`src/rtl/draw_player.sv`:
```
// rtl/draw_player.sv - overlays a walking/jumping player rectangle on a VGA stream, 2-cycle latency
// Optional build macro PLAYER_OUTLINE_EN: draw the rectangle's outer 1-px border black.
module draw_player #(
    parameter int          PLAYER_W   = 32,
    parameter int          PLAYER_H   = 48,
    parameter int          X_INIT     = 100,
    parameter int          GROUND_Y   = 500,
    parameter int          STEP       = 4,
    parameter int          JUMP_V0    = 12,
    parameter int          GRAVITY    = 1,
    parameter int          V_MAX      = 15,
    parameter int          HOR_PIXELS = 1024,
    parameter logic [11:0] PLAYER_RGB = 12'hF80
) (
    input  logic        clk,
    input  logic        rst,
    input  logic        move_left,
    input  logic        move_right,
    input  logic        jump,
    input  logic [10:0] vga_in_hcount,
    input  logic [10:0] vga_in_vcount,
    input  logic        vga_in_hsync,
    input  logic        vga_in_vsync,
    input  logic        vga_in_hblnk,
    input  logic        vga_in_vblnk,
    input  logic [11:0] vga_in_rgb,
    output logic [10:0] vga_out_hcount,
    output logic [10:0] vga_out_vcount,
    output logic        vga_out_hsync,
    output logic        vga_out_vsync,
    output logic        vga_out_hblnk,
    output logic        vga_out_vblnk,
    output logic [11:0] vga_out_rgb
);

    typedef enum logic [1:0] {GROUND = 2'd0, RISE = 2'd1, FALL = 2'd2} state_t;

    localparam logic [10:0] X_SPAWN  = 11'(X_INIT);
    localparam logic [10:0] Y_SPAWN  = 11'(GROUND_Y - PLAYER_H + 1);
    localparam logic [11:0] Y_SPAWN_W = 12'(GROUND_Y - PLAYER_H + 1);
    localparam logic [11:0] X_MIN    = 12'd1;
    localparam logic [11:0] X_MAX    = 12'(HOR_PIXELS - 1 - PLAYER_W);
    localparam logic [11:0] STEP_W   = 12'(STEP);
    localparam logic [11:0] PW_M1    = 12'(PLAYER_W - 1);
    localparam logic [11:0] PH_M1    = 12'(PLAYER_H - 1);
    localparam logic [5:0]  VY0      = 6'(JUMP_V0);
    localparam logic [5:0]  GRAV     = 6'(GRAVITY);
    localparam logic [5:0]  VMAX     = 6'(V_MAX);

    logic        vblnk_prev_q;
    logic [10:0] x_q, x_d;
    logic [10:0] y_q, y_d;
    logic [5:0]  vy_q, vy_d;
    state_t      state_q, state_d;

    logic        tick;
    logic [11:0] x_w, y_w, y_sum;

    assign tick  = vga_in_vblnk & ~vblnk_prev_q;
    assign x_w   = {1'b0, x_q};
    assign y_w   = {1'b0, y_q};
    assign y_sum = y_w + {6'd0, vy_q};

    always_comb begin
        x_d     = x_q;
        y_d     = y_q;
        vy_d    = vy_q;
        state_d = state_q;
        if (tick) begin
            if (move_left && !move_right) begin
                x_d = (x_w >= X_MIN + STEP_W) ? x_q - STEP_W[10:0] : X_MIN[10:0];
            end else if (move_right && !move_left) begin
                x_d = (x_w + STEP_W <= X_MAX) ? x_q + STEP_W[10:0] : X_MAX[10:0];
            end
            case (state_q)
                GROUND: begin
                    if (jump) begin
                        vy_d    = VY0;
                        state_d = RISE;
                    end
                end
                RISE: begin
                    y_d = (y_q >= {5'd0, vy_q}) ? y_q - {5'd0, vy_q} : 11'd0;
                    if (vy_q <= GRAV) begin
                        vy_d    = 6'd0;
                        state_d = FALL;
                    end else begin
                        vy_d = vy_q - GRAV;
                    end
                end
                FALL: begin
                    if (y_sum >= Y_SPAWN_W) begin
                        y_d     = Y_SPAWN;
                        vy_d    = 6'd0;
                        state_d = GROUND;
                    end else begin
                        y_d  = y_sum[10:0];
                        vy_d = (vy_q + GRAV >= VMAX) ? VMAX : vy_q + GRAV;
                    end
                end
                default: state_d = GROUND;
            endcase
        end
    end

    always_ff @(posedge clk) begin
        if (rst) begin
            vblnk_prev_q <= 1'b0;
            x_q          <= X_SPAWN;
            y_q          <= Y_SPAWN;
            vy_q         <= 6'd0;
            state_q      <= GROUND;
        end else begin
            vblnk_prev_q <= vga_in_vblnk;
            x_q          <= x_d;
            y_q          <= y_d;
            vy_q         <= vy_d;
            state_q      <= state_d;
        end
    end

    // Stage 1: register the pixel and decide whether it lies inside the player
    logic [11:0] h_w, v_w;
    logic        inside_c;
    assign h_w      = {1'b0, vga_in_hcount};
    assign v_w      = {1'b0, vga_in_vcount};
    assign inside_c = (h_w >= x_w) && (h_w <= x_w + PW_M1) &&
                      (v_w >= y_w) && (v_w <= y_w + PH_M1);

    logic [10:0] s1_hcount_q, s1_vcount_q;
    logic        s1_hsync_q, s1_vsync_q, s1_hblnk_q, s1_vblnk_q, s1_inside_q;
    logic [11:0] s1_rgb_q;
    logic [11:0] fill_rgb;

`ifdef PLAYER_OUTLINE_EN
    logic border_c, s1_border_q;
    assign border_c = inside_c && ((h_w == x_w) || (h_w == x_w + PW_M1) ||
                                   (v_w == y_w) || (v_w == y_w + PH_M1));
    always_ff @(posedge clk) begin
        if (rst) s1_border_q <= 1'b0;
        else     s1_border_q <= border_c;
    end
    assign fill_rgb = s1_border_q ? 12'h000 : PLAYER_RGB;
`else
    assign fill_rgb = PLAYER_RGB;
`endif

    logic [11:0] rgb_d;
    always_comb begin
        rgb_d = s1_rgb_q;
        if (s1_hblnk_q || s1_vblnk_q) rgb_d = 12'h000;
        else if (s1_inside_q)         rgb_d = fill_rgb;
    end

    always_ff @(posedge clk) begin
        if (rst) begin
            s1_hcount_q    <= '0;
            s1_vcount_q    <= '0;
            s1_hsync_q     <= 1'b0;
            s1_vsync_q     <= 1'b0;
            s1_hblnk_q     <= 1'b0;
            s1_vblnk_q     <= 1'b0;
            s1_rgb_q       <= '0;
            s1_inside_q    <= 1'b0;
            vga_out_hcount <= '0;
            vga_out_vcount <= '0;
            vga_out_hsync  <= 1'b0;
            vga_out_vsync  <= 1'b0;
            vga_out_hblnk  <= 1'b0;
            vga_out_vblnk  <= 1'b0;
            vga_out_rgb    <= '0;
        end else begin
            s1_hcount_q    <= vga_in_hcount;
            s1_vcount_q    <= vga_in_vcount;
            s1_hsync_q     <= vga_in_hsync;
            s1_vsync_q     <= vga_in_vsync;
            s1_hblnk_q     <= vga_in_hblnk;
            s1_vblnk_q     <= vga_in_vblnk;
            s1_rgb_q       <= vga_in_rgb;
            s1_inside_q    <= inside_c;
            vga_out_hcount <= s1_hcount_q;
            vga_out_vcount <= s1_vcount_q;
            vga_out_hsync  <= s1_hsync_q;
            vga_out_vsync  <= s1_vsync_q;
            vga_out_hblnk  <= s1_hblnk_q;
            vga_out_vblnk  <= s1_vblnk_q;
            vga_out_rgb    <= rgb_d;
        end
    end

endmodule
```
`config.mk`:
```
export PLATFORM = sky130hd
export DESIGN_NAME = draw_player
export DESIGN_NICKNAME = d
export VERILOG_FILES = /design/src/rtl/draw_player.sv
export SDC_FILE = /design/constraint.sdc
export NUM_CORES = 1
export LEC_CHECK = 0
export BUFFER_PORTS_ARGS = -buffer_cell sky130_fd_sc_hd__buf_4
export CORE_MARGIN = 2
export CORE_UTILIZATION = 59
export DETAILED_ROUTE_END_ITERATION = 8
export GPL_TIMING_DRIVEN = 1
export PLACE_DENSITY = 0.9
export RECOVER_POWER = 25
export SLEW_MARGIN = 0
export SYNTH_ARGS = -nofsm -noshare
export SYNTH_HDL_FRONTEND = slang
export SYNTH_SLANG_ARGS = --single-unit
```
`constraint.sdc`:
```
create_clock -name clk -period 8.3 [get_ports clk]
set_input_delay 0 -clock clk [delete_from_list [all_inputs] [get_ports clk]]
set_output_delay 0 -clock clk [all_outputs]
set_load 0.02 [all_outputs]
```
# Yosys cells after proc, flatten, opt, wreduce, memory -nomap -nowiden
# Cells that the tools add are included.
# W data, S select, Z words.
[classes]
eq_ne = 5
n_addsub = 9
n_mux = 17
bitwise_logic = 2
order_cmp = 10
n_reduce_logical = 18
[op_table]
columns = ["cell", "count"]
rows = [
  ["$mux W11", 6],
  ["$le A11 B12 Y1", 2],
  ["$mux W6", 4],
  ["$ge A11 B11 Y1", 2],
  ["$pmux W11 S2", 1],
  ["$pmux W6 S3", 1],
  ["$add A11 B3 Y12 const B", 1],
  ["$add A11 B5 Y12 const B", 1],
  ["$add A11 B6 Y12", 1],
  ["$add A11 B6 Y12 const B", 1],
  ["$ge A12 B9 Y1 const B", 1],
  ["$le A12 B10 Y1 const B", 1],
  ["$mux W12", 1],
  ["$add A11 B3 Y11 const B", 1],
  ["$ge A11 B3 Y1 const B", 1],
  ["$ge A11 B6 Y1", 1],
  ["$sub A11 B3 Y11 const B", 1],
  ["$sub A11 B6 Y11", 1],
  ["$add A6 B1 Y6 const B", 1],
  ["$ge A6 B4 Y1 const B", 1],
  ["$le A6 B1 Y1 const B", 1],
  ["$mux W2", 3],
  ["$ne A2 B2 Y1 const B", 3],
  ["$pmux W2 S3", 1],
  ["16 further kinds", 23],
]
[word_totals]
inputBits = 43
register_bits = 107
out_inout_bits = 38
elab_cells = 81

# Longest topological paths before layout
[logic_depth]
depth_word = 5
ltp_mapped = 14
mapped_depth_nobuf = 13

# Least setup slack after synthesis
# OpenSTA, ideal clock, no wires.
[synth_path]
path_type = "register -> register"
from = "register vy_q[2]"
to = "register y_q[2]"
synth_period_minus_slack_ps = 2770
setup_time_ps = 122
slack_ps = 5530
t_arrival_ps = 2648
path_stages_with_launch = 13
path_buffers = 3
required_time_ps = 8178
cell_sequence = "dfxtp_1 > clkbuf_1 > inv_1 > ha_1 > buf_6 > nor3b_2 > o31a_1 > o41a_1 > xnor2_2 > o2111ai_4 > buf_6 > o211ai_1 > a221o_1"
[synth_between]
elab_chain_cells = 4
elab_cells_between_ends = 7
cone_classes = "add/sub (2); order compare (2); mux (3)"
[synth_lines]
columns = ["item", "line", "source"]
rows = [
  ["start, declared", "53", "logic [5:0] vy_q, vy_d;"],
  ["start signal, assigned", "117", "vy_q <= vy_d;"],
  ["$add A11 B6 Y12", "62", "assign y_sum = y_w + {6'd0, vy_q};"],
  ["$ge A12 B9 Y1", "92", "if (y_sum >= Y_SPAWN_W) begin"],
  ["$mux W11", "92", ""],
  ["$pmux W11 S2 (*)", "75", "case (state_q)"],
  ["end signal, assigned", "116", "y_q <= y_d;"],
  ["end, declared", "52", "logic [10:0] y_q, y_d;"],
]
# Every way passes the cells marked *; elsewhere a longest branch is shown, timed or not.
# A chain may end at the register's enable or synchronous reset.

# Final worst setup path
[layout_path]
from = "input rst"
to = "register vga_out_rgb[7]"
[layout_between]
elab_chain_cells = 1
[layout_lines]
columns = ["item", "line", "source"]
rows = [
  ["start, declared", "16", "input logic rst,"],
  ["$reduce_or A2 Y1 (no source line)", "-", ""],
  ["end signal, assigned", "187", "vga_out_rgb <= rgb_d;"],
  ["end, declared", "33", "output logic [11:0] vga_out_rgb"],
]
# Every way passes these cells.

==> metrics.cfg <==
[cts]
max-clock-path-buffers=2
htreeDepth=3
cts_sinks=107
cts.clk_slew.worst_paths_ns=0.11
cts_tree=done
clockRootBuffer=clkbuf_8
cts_buffers=9
post_cts_resized=0
post-cts-setup-buffers=0
clock_latency_ns=0.39
postCtsHoldBufs=38

[logic_synthesis]
synth-simple-area-share_pct=22.7
synth_seq_cells=107
yosys.area.top_type=dfxtp_1
syn_area_sq_mm=0.00648
synth_top_family_by_area=simple AND/OR/NAND/NOR gates
synth_top_area_share_pct=33.1
synthCells=739
ys_seq_area_share_pct=33.1
synth_area_leaders=dfxtp_1 33%, ha_1 14%, nor2b_1 7.1%
syn_nets=855
synth_area_per_cell_sq_um=8.77
synth-compound-area-share_pct=19.5
yosys_warnings=0
synth_ff_type=dfxtp_1
async_flop_share_pct=0
synth-edff-count=0
synth_fa_ha_area_share_pct=14.3
synth_xor_area_share_pct=4.31
synth_cell_types=73
synthMuxAreaShare_pct=0.618

[global_route]
grt_use_total_pct=30.4
grt_max_degree=104
antenna_found_initial=0
overflow=0
grt_pass1_wl_um=28100
grt_pass1_vias=5720

[timing]
setup_violations=0
hold_viol=0
post-route-period-util_pct=49.9
drv_slew=104
setup_slack_ns=4.16
worst_pin_slew_ns=4.55
tns_ns=0
post-route-min-period_ns=4.14
relSlewSlack_pct=-204
rsz0062_at_grt=false
fin_skew_ns=0.0258
max_freq_mhz=242

[critical_path]
slowest_delay_ns=3.12
reg2reg_slack_ns=4.83
slowest_stage=clkbuf_1
cp-startpoint=rst
crit_path_cell_trace=clkbuf_1, nor3_1, o21a_1
cp.required_ns=8.57
worstRegToRegCells=9
crit_buf_inv=1
r2r-start=vy_q[2]
r2r-end=y_q[4]
end_kind=flip-flop
critPathLaunchType=primary input
cp.arrival_ns=4.40
path_max_fanout=103
crit_family=buffers and inverters
path_class=in2reg

[route]
drt_iter0_drc=414
ant_nets=0
drt_pass1_iterations=5
drc=0
viasPerCell=6.08
wl_um=17800
vias=5921
wl_per_cell_um=18.3

[floorplan]
core_sq_mm=0.0108
fp-row-count=38
die_w_um=109
initial_utilization_pct=60.0
io_pins=81
die_y_um=109
die_area_sq_mm=0.0118

[final_layout]
drive_above_1_share_pct=13.4
insertedDiodeCount=0
num-fill-cells=762
final_util_pct=70.8
multiInputGateArea_sq_mm=0.00398
nets=946
seq_area_sq_mm=0.00214
synthToLayoutAreaGrowth_pct=17.9

[place]
port_buffers=80
gp_congestion=0.990
post-dp-hpwl_um=11800
place_ws_ns=4.96

[power]
power_mw=1.19
peakVddDrop_mv=0.133
power_density_mw_per_mm2=156
leakage_nw=3.20

[outcome]
outcome=finished with violations
violations=capacitance limit, slew limit

[hold_path]
holdPathEnd=state_q[1]
whs_path_depth=6
hold_class=in2reg
hold_start=jump

[flow_run]
cap_violations=1

how the worst max path moves through the flow:
| stage | endpoint | slack (ns) | cells after the start |
|---|---|---|---|
| after floorplan | y_q[2] | 5.53 | 12 |
| after global placement | y_q[3] | 5.06 | 8 |
| after detailed placement | y_q[4] | 4.96 | 9 |
| after CTS | y_q[4] | 4.93 | 9 |
| after global routing | vga_out_rgb[3] | 3.83 | 3 |
| final | vga_out_rgb[7] | 4.16 | 3 |
where the power goes:
| group | total, mW | leakage (nW) | internal (mW) | switching (mW) |
|---|---|---|---|---|
| logic | 0.278 | 2.22 | 0.125 | 0.153 |
| clock network | 0.352 | 0.101 | 0.145 | 0.207 |
| registers | 0.560 | 0.880 | 0.537 | 0.0226 |
layout by cell type, fill, tap and decap left out, drive strengths merged, types with 8 or more instances in the layout:
cell         synthesis  final
dfxtp              107    107
buf                 12     79
nor2b               73     73
ha                  71     71
a21oi               45     45
inv                 42     45
nand2               44     44
nor2                42     42
dlygate4sd3          0     38
o21ai               32     32
xnor2               29     29
nand3               19     19
o21a                19     19
nor3                16     16
nand4               14     14
and2                13     13
nand2b              12     12
clkbuf              26     10
a21o                 9      9
a31oi                9      9
o211ai               9      9
a221oi               8      8
layer usage:
metal  vias to the layer above  wire length (um)  GRT usage, %
li1                       2779                 -             -
met1                      2796              7360          36.4
met2                       284              8720          51.4
met3                        62              1150          6.75
met4                         0               618          15.1
met5                         -                 0             0
worst min-delay path, delay by kind of cell:
kind                   cells  cell delay (ns)
multiplexers               1             0.11
buffers and inverters      2             0.15
AND/OR/NAND/NOR            1             0.10
AO/OA/AOI/OAI              2             0.15
per-stage QoR:
stage | hold slack, ns | instance area, sq um | std cells
3_3_place_gp | 0.214 | 7060 | 921
2_1_floorplan | 0.128 | 6480 | 739
5_1_grt | 0.208 | 7640 | 974
3_5_place_dp | 0.215 | 7060 | 921
6_report | 0.150 | 7640 | 974
4_1_cts | 0.143 | 7640 | 974
cell type report:
| type | count | share of cell area (%) |
|---|---|---|
| clock buffers | 9 | 1.62 |
| clock inverters | 6 | 1.08 |
| inverters | 43 | 2.11 |
| multi-input cells | 551 | 52.1 |
| flip-flops and latches | 107 | 28.0 |
| well taps | 140 | 2.29 |
| repair buffers | 118 | 12.8 |
flip-flops by register name, indices dropped and copies added (netlist names), 6 cells and up:
signal and flops:
vga_out_rgb 12, s1_hcount_q 11, vga_out_hcount 11, s1_rgb_q 12
vga_out_vcount 11, s1_vcount_q 11, vy_q 6, x_q 11
y_q 11
cells in the mapped netlist, drive strengths merged, types with 7 or more instances:
cell type,number
buf,12
inv,42
a21oi,45
dfxtp,107
nand4,14
a221oi,8
nor2b,73
clkbuf,26
nor3,16
xnor2,29
o21a,19
and2,13
o21ai,32
ha,71
a21o,9
o211ai,9
nor2,42
and3,7
nand3,19
nand2,44
a31oi,9
nand2b,12
kinds of logic (layout without fill, tap and decap cells):
kind of cell / count (synthesis) / count (layout)
fa+ha+maj: 73 / 73
xor+xnor: 31 / 31
flops: 107 / 107
compound gates: 178 / 178
buf+inv: 81 / 176
mux: 4 / 4
simple gates: 265 / 265
Note: power is estimated with default switching activity, not from simulation.
